<file path="src/rtl/alu_multicycle_if.sv">
// Request/response bundle between the ALU control stage and the multicycle ALU.
// The ALU control decoder drives the request side and the ALU returns result/flags.
interface alu_multicycle_if #(
  parameter int unsigned WIDTH = 32
);
  logic             start;
  logic [2:0]       ALU_control;
  logic [WIDTH-1:0] a;
  logic [WIDTH-1:0] b;
  logic [WIDTH-1:0] result;
  logic             zero;
  logic             busy;
  logic             done;

  modport master (
    output start, ALU_control, a, b,
    input  result, zero, busy, done
  );

  modport slave (
    input  start, ALU_control, a, b,
    output result, zero, busy, done
  );
endinterface

</file>
<file path="src/rtl/alu_multicycle.sv">
// Execution-stage ALU: single-cycle logic/add/sub, iterative shift-add multiply.
// Result and zero are held until the next completion, which is marked by a done pulse.
module alu_multicycle #(
  parameter int unsigned WIDTH = 32
) (
  input  logic              clk,
  input  logic              reset_n,
  alu_multicycle_if.slave   bus
);

  localparam int unsigned CNT_W = $clog2(WIDTH + 1);

  localparam logic [2:0] OP_AND = 3'b000;
  localparam logic [2:0] OP_OR  = 3'b001;
  localparam logic [2:0] OP_ADD = 3'b010;
  localparam logic [2:0] OP_MUL = 3'b011;
  localparam logic [2:0] OP_SUB = 3'b110;

  typedef enum logic {IDLE, MUL} state_t;

  state_t           state_q, state_d;
  logic [WIDTH-1:0] mcand_q, mcand_d;
  logic [WIDTH-1:0] mplier_q, mplier_d;
  logic [WIDTH-1:0] acc_q, acc_d;
  logic [CNT_W-1:0] count_q, count_d;
  logic [WIDTH-1:0] result_q, result_d;
  logic             zero_q, zero_d;
  logic             busy_q, busy_d;
  logic             done_q, done_d;

  logic [WIDTH-1:0] op_res;
  logic [WIDTH-1:0] acc_sum;
  logic [CNT_W-1:0] count_inc;

  // State and output registers
  always_ff @(posedge clk or negedge reset_n) begin
    if (!reset_n) begin
      state_q  <= IDLE;
      mcand_q  <= '0;
      mplier_q <= '0;
      acc_q    <= '0;
      count_q  <= '0;
      result_q <= '0;
      zero_q   <= 1'b1;
      busy_q   <= 1'b0;
      done_q   <= 1'b0;
    end else begin
      state_q  <= state_d;
      mcand_q  <= mcand_d;
      mplier_q <= mplier_d;
      acc_q    <= acc_d;
      count_q  <= count_d;
      result_q <= result_d;
      zero_q   <= zero_d;
      busy_q   <= busy_d;
      done_q   <= done_d;
    end
  end

  // Next-state, datapath and completion logic
  always_comb begin
    state_d   = state_q;
    mcand_d   = mcand_q;
    mplier_d  = mplier_q;
    acc_d     = acc_q;
    count_d   = count_q;
    result_d  = result_q;
    zero_d    = zero_q;
    busy_d    = busy_q;
    done_d    = 1'b0;
    op_res    = '0;
    acc_sum   = acc_q + (mplier_q[0] ? mcand_q : '0);
    count_inc = count_q + CNT_W'(1);

    case (bus.ALU_control)
      OP_AND:  op_res = bus.a & bus.b;
      OP_OR:   op_res = bus.a | bus.b;
      OP_ADD:  op_res = bus.a + bus.b;
      OP_SUB:  op_res = bus.a - bus.b;
      default: op_res = '0;
    endcase

    case (state_q)
      IDLE: begin
        if (bus.start) begin
          if (bus.ALU_control == OP_MUL) begin
            mcand_d  = bus.a;
            mplier_d = bus.b;
            acc_d    = '0;
            count_d  = '0;
            busy_d   = 1'b1;
            state_d  = MUL;
          end else begin
            result_d = op_res;
            zero_d   = (op_res == '0);
            done_d   = 1'b1;
          end
        end
      end
      MUL: begin
        // Fixed WIDTH iterations keep the stall length deterministic
        acc_d    = acc_sum;
        mcand_d  = mcand_q << 1;
        mplier_d = mplier_q >> 1;
        count_d  = count_inc;
        if (count_inc == CNT_W'(WIDTH)) begin
          result_d = acc_sum;
          zero_d   = (acc_sum == '0);
          done_d   = 1'b1;
          busy_d   = 1'b0;
          state_d  = IDLE;
        end
      end
    endcase
  end

  assign bus.result = result_q;
  assign bus.zero   = zero_q;
  assign bus.busy   = busy_q;
  assign bus.done   = done_q;

endmodule

</file>
<file path="src/flat_wrapper.sv">
// flat-port wrapper written by rule: the top's interface ports become plain ports
module alu_multicycle_flat 
#(
  parameter int unsigned WIDTH = 32
)
  (clk, reset_n, bus_start, bus_ALU_control, bus_a, bus_b, bus_result, bus_zero, bus_busy, bus_done);
  alu_multicycle_if #(.WIDTH(WIDTH)) bus_i ();
  input  logic clk;
  input  logic reset_n;
  input wire logic [$bits(bus_i.start)-1:0] bus_start;
  input wire logic [$bits(bus_i.ALU_control)-1:0] bus_ALU_control;
  input wire logic [$bits(bus_i.a)-1:0] bus_a;
  input wire logic [$bits(bus_i.b)-1:0] bus_b;
  output wire logic [$bits(bus_i.result)-1:0] bus_result;
  output wire logic [$bits(bus_i.zero)-1:0] bus_zero;
  output wire logic [$bits(bus_i.busy)-1:0] bus_busy;
  output wire logic [$bits(bus_i.done)-1:0] bus_done;
  assign bus_i.start = bus_start;
  assign bus_i.ALU_control = bus_ALU_control;
  assign bus_i.a = bus_a;
  assign bus_i.b = bus_b;
  assign bus_result = bus_i.result;
  assign bus_zero = bus_i.zero;
  assign bus_busy = bus_i.busy;
  assign bus_done = bus_i.done;
  alu_multicycle #(.WIDTH(WIDTH)) u_core (.clk(clk), .reset_n(reset_n), .bus(bus_i));
endmodule
</file>
<file path="config.mk">
export PLATFORM = sky130hd
export DESIGN_NAME = alu_multicycle_flat
export DESIGN_NICKNAME = d
export VERILOG_FILES = /design/src/rtl/alu_multicycle_if.sv /design/src/rtl/alu_multicycle.sv /design/src/flat_wrapper.sv
export SDC_FILE = /design/constraint.sdc
export NUM_CORES = 1
export LEC_CHECK = 0
export CAP_MARGIN = 40
export CORE_ASPECT_RATIO = 0.8
export CORE_UTILIZATION = 59
export CTS_CLUSTER_SIZE = 25
export DETAILED_ROUTE_END_ITERATION = 6
export HOLD_SLACK_MARGIN = 0.12
export PLACE_DENSITY_LB_ADDON = 0.25
export SYNTH_ARGS = -nofsm -noshare
export SYNTH_HDL_FRONTEND = slang
export SYNTH_SLANG_ARGS = --single-unit
</file>
<file path="constraint.sdc">
create_clock -name clk -period 5.5 [get_ports clk]
set_input_delay 0.55 -clock clk [delete_from_list [all_inputs] [get_ports clk]]
set_output_delay 0.55 -clock clk [all_outputs]
set_load 0.01 [all_outputs]
</file>
### Yosys cells after proc, flatten, opt, wreduce, memory -nomap -nowiden

Cells that the tools add are included.

* output and inout port bits: 35
* bits of input ports: 70
* logic and storage cells: 65
* flip-flop bits (word level): 138

* bitwise gates (word level): 3
* muxes and demuxes: 34
* reduce and logical (&&, ||, !) cells: 6
* add/sub/neg operators: 4
* eq/ne operators: 9

Operators with widths (number)
* $mux 32: 10
* $pmux 32 s2: 4
* $pmux 32 s4: 1
* $add 32x32->32: 2
* $logic_not 32->1: 2
* $and 32x32->32: 1
* $or 32x32->32: 1
* $sub 32x32->32: 1
* $mux 1: 12
* $mux 6: 2
* $pmux 6 s2: 1
* $pmux 1 s2: 4
* $add 6x1->6 const B: 1
* $eq 3x2->1 const B: 2
* $eq 6x6->1 const B: 1
* $ne 2x2->1 const B: 3
* $reduce_and 3->1: 2
* $eq 3x1->1 const B: 1
* $eq 3x3->1 const B: 1
* $logic_not 3->1: 1
* $ne 2x1->1 const B: 1
* $reduce_and 2->1: 1
* $not 1->1: 1

### Logic depth before layout (Yosys ltp)

* depth in word-level cells: 6
* mapped depth: 21

### Least setup slack after synthesis

Ideal clock, no wire load.

* path kind: input -> register
* start point: input bus_b[3]
* end point: register u_core.zero_q (netlist: u_core.bus.zero)
* setup slack: 0.546 ns
* setup time: 0.094 ns
* path buffers: 1
* stages: 19
* data arrival time: 4.860 ns
* cell sequence: clkbuf_1 > or4_1 > nor4_1 > nand2_1 > or2_2 > o41ai_1 > xor2_1 > ha_1 > a21oi_1 > or3b_2 > a311o_1 > o32ai_1 > o21ai_0 > xnor2_1 > o21ai_0 > nor4_1 > and4_1 > nand2_1 > o311ai_2

* cells in the longest elaborated chain, start to end: 6

RTL lines
* from (decl): line flat_wrapper.sv:13 `input wire logic [$bits(bus_i.b)-1:0] bus_b;`
* $sub 32x32->32, or another cell as far along: line alu_multicycle.sv:79 `OP_SUB: op_res = bus.a - bus.b;`
* $pmux 32 s4 (*): line alu_multicycle.sv:75 `case (bus.ALU_control)`
* $logic_not 32->1 (*): line alu_multicycle.sv:95 `zero_d = (op_res == '0);`
* $mux 1 (*): line alu_multicycle.sv:86 `if (bus.ALU_control == OP_MUL) begin`
* $mux 1 (*): line alu_multicycle.sv:85 `if (bus.start) begin`
* $pmux 1 s2 (*): line alu_multicycle.sv:83 `case (state_q)`
* to (signal assigned): line alu_multicycle.sv:54 `zero_q <= zero_d;`
* to (decl): line alu_multicycle.sv:27 `logic zero_q, zero_d;`

Every way passes the cells marked *; elsewhere a longest branch is shown, timed or not. The select of a mux whose other input is x is not followed.
A chain may end at the register's enable or synchronous reset.

### Worst setup path after layout

* start point: input bus_b[6]
* end point: register u_core.zero_q (netlist: u_core.bus.zero)

The elaborated chain is that of the path after synthesis.

==> flow_metrics.py <==
metrics = {
    "worst_setup_path": {
        "ff2ff_setup_slack_ns": 0.75,
        "cp_top_family": "simple AND/OR/NAND/NOR gates",
        "r2r-end": "u_core.bus.zero",
        "path_max_fanout": 6,
        "required_ns": 5.84,
        "cp_num_buf_inv": 2,
        "reg2reg_from": "u_core.mplier_q[0]",
        "cp.arrival_ns": 5.37,
        "slowest_delay_ns": 0.59,
        "slowest_stage": "or4_4",
        "r2r_cells": 14,
        "crit_type": "input pin to register",
        "crit_path_end_kind": "register",
        "cp_cell_sequence": "clkdlybuf4s50_1 -> or4_4 -> nor4_2 -> nand2_1 -> or2_2 -> o41ai_2 -> xor2_1 -> ha_1 -> a21oi_1 -> or3b_2 -> a311o_1 -> o32ai_1 -> buf_4 -> o211ai_1 -> a21oi_1 -> xor2_1 -> o21ai_0 -> nor4_1 -> nand2_1 -> o311ai_2",
        "startpoint_type": "input pin",
    },
    "drt": {
        "drc": 0,
        "dr.pass1.iters": 5,
        "ant_nets": 0,
        "wire_per_inst_um": 19.1,
        "avgViaCountPerCell": 6.21,
        "drt-total-wl_mm": 32.4,
        "drtIter0Drc": 878,
        "vias": 10500,
    },
    "timing": {
        "finalHoldWorstSlack_ns": 0.177,
        "finalSetupTns_ns": 0,
        "fmax_ghz": 0.199,
        "setup_viol": 0,
        "final-hold-violation-count": 0,
        "slew-limit-headroom_pct": 43.3,
        "grt_setup_unrepaired": "no",
        "setup_ws_ns": 0.469,
        "slew_viol_final": 0,
        "clock_skew_ns": 0.00982,
        "post-route-period-util_pct": 91.5,
        "tightest_slew_ns": 0.840,
        "min_period_ns": 5.03,
    },
    "synthesis": {
        "synth_area_leaders": "dfrtp_1 (31%), ha_1 (7.5%), nand2_1 (7.4%), mux2i_1 (7.4%), o21ai_0 (6.8%)",
        "yosysUniqueCellTypes": 74,
        "synth_fp_nets": 1479,
        "syn_area_per_cell_um2": 8.25,
        "async_reset_ff_share_pct": 100,
        "ys.warnings.count": 0,
        "yosys.area.top_type_share_pct": 31.0,
        "synth_ff_type": "dfrtp_1",
        "syn_area_mm2": 0.0111,
        "syn_inst": 1341,
        "ys_ff_latch": 138,
        "ys_seq_area_share_pct": 31.2,
        "synth-edff-count": 0,
        "synth_top_cell_by_area": "dfrtp_1",
    },
    "finish": {
        "stdcell_area_mm2": 0.0131,
        "final_common_cell": "nand2_1",
        "fin_util_pct": 71.8,
        "fill_cells": 1523,
        "n_antenna_cell": 0,
        "syn_to_final_growth_pct": 18.3,
        "drive_gt1_share_pct": 6.73,
        "final_nets": 1566,
        "layout_common_cells": "nand2_1 (218), o21ai_0 (150), dfrtp_1 (136)",
    },
    "clock_tree": {
        "cts_made_buffers": 17,
        "cts_tree": "yes",
        "root_buffer": "clkbuf_16",
        "cts_hold_buf": 0,
        "cts_setup_buffers": 0,
        "clk_pin_slew_ns": 0.07,
        "clkLatencyLatePin_ns": 0.43,
        "cts-htree-levels": 4,
        "clock-sinks": 138,
        "cts.path.max_buffers": 2,
        "cts_resized": 0,
    },
    "global_route": {
        "grt_max_degree": 106,
        "gr-usage-met3_pct": 6.40,
        "grt.total_usage_pct": 34.4,
        "grt_busiest_layer": "met2",
        "grt_pass1_vias": 10000,
        "grt_antenna_before_repair": 0,
        "grt_use_met1_pct": 45.5,
        "grt_util_met2_pct": 55.2,
        "grt_overflow": 0,
        "grt_pass1_wl_mm": 52.2,
    },
    "die": {
        "start_util_pct": 60.7,
        "die_w_um": 155,
        "ios": 105,
        "die_h_um": 124,
        "core_mm2": 0.0182,
        "dieArea_mm2": 0.0193,
        "rows": 44,
    },
    "placed_design": {
        "post-place-ws_ns": -0.132,
        "place_congestion": 0.944,
        "place_area_mm2": 0.0125,
        "numPortBuffers": 104,
        "dp.final_hpwl_mm": 23.9,
    },
    "power": {
        "power.net_switching_w": 0.00217,
        "leakagePower_nw": 5.86,
        "pwr-share-comb_pct": 45.1,
        "p_int_w": 0.00311,
        "switching_share_pct": 41.0,
        "power_frac_seq_pct": 32.5,
        "vdd_drop_max_mv": 0.267,
        "power.clock.fraction_pct": 22.4,
        "power.density_mw_per_mm2": 403,
    },
    "hold_path": {
        "min_path_type": "input pin to asynchronous set/reset pin",
    },
    "run_status": {
        "status": "complete, no violations",
    },
    "job": {
        "cap_violations": 0,
    },
}
stage by stage:
| step | instances | total power, W |
|---|---|---|
| after global placement | 1659 | 0.00397 |
| after detailed placement | 1662 | 0.00406 |
| final | 1694 | 0.00528 |
| after global routing | 1694 | 0.00564 |
| after CTS | 1694 | 0.00527 |
| after floorplan | 1341 | 0.00322 |
kinds of logic after synthesis:
kind of cell / Yosys count / share of synthesized area, %
AOI/OAI and AO/OA: 402 / 22.3
and+or+nand+nor: 451 / 19.0
buffers and inverters: 91 / 3.20
muxes: 85 / 7.72
xor gates and xnor gates: 79 / 6.25
adders and majority gates: 95 / 10.3
DFF: 138 / 31.2
synthesized netlist by cell type, types with 10 or more instances:
cell      number
a211oi_1      10
a21o_1        26
a21oi_1       96
a31oi_1       15
and2_1        40
and3_1        11
buf_1         11
clkbuf_1      56
dfrtp_1      137
ha_1          66
inv_1         20
maj3_1        27
mux2i_1       82
nand2_1      219
nand3_1       17
nor2_1        78
nor2b_1       10
nor3_1        11
nor4_1        11
o211ai_1      15
o21a_1        20
o21ai_0      150
or3_1         12
xnor2_1       46
xor2_1        33
flip-flops by register name, summed over array words and instances (netlist names):
register and cells:
u_core.acc_q 32, u_core.bus.busy 1, u_core.bus.done 1, u_core.bus.result 32
u_core.bus.zero 1, u_core.count_q 6, u_core.mcand_q 32, u_core.mplier_q 32
u_core.state_q 1
how the worst max path moves through the flow:
stage                     startpoint              end  slack (ns)  cells after the start
after floorplan             bus_b[3]  u_core.bus.zero        0.55                     19
after global placement      bus_b[6]  u_core.bus.zero        0.04                     20
after detailed placement    bus_b[6]  u_core.bus.zero       -0.13                     20
after CTS                   bus_b[6]  u_core.bus.zero        0.26                     20
after global routing        bus_b[6]  u_core.bus.zero        0.11                     20
final                       bus_b[6]  u_core.bus.zero        0.47                     20
final cells by class:
| type | count | area, um^2 | share of cell area, % |
|---|---|---|---|
| clock buffer | 20 | 467 | 3.57 |
| clock inverter | 12 | 128 | 0.975 |
| inverter | 21 | 78.8 | 0.602 |
| multi-input combinational | 1112 | 7290 | 55.7 |
| sequential | 138 | 3460 | 26.4 |
| tap | 253 | 317 | 2.42 |
| timing repair buffer | 138 | 1350 | 10.3 |
routing by layer:
| metal | routed length, um | share of wire (%) |
|---|---|---|
| met2 | 15000 | 46 |
| met1 | 14000 | 43 |
| met5 | 0 | 0 |
| met3 | 2150 | 6.6 |
| met4 | 1240 | 3.8 |
power groups by stage:
| stage | registers (W) | clock network (W) | logic (W) |
|---|---|---|---|
| global route | 0.00176 | 0.00124 | 0.00264 |
| CTS | 0.00171 | 0.00119 | 0.00237 |
| global placement | 0.00170 | 0 | 0.00227 |
| floorplan | 0.00167 | 0 | 0.00154 |
| finish | 0.00171 | 0.00118 | 0.00238 |
| detailed placement | 0.00172 | 0 | 0.00235 |
No activity file was read; power rests on OpenSTA's default activity.
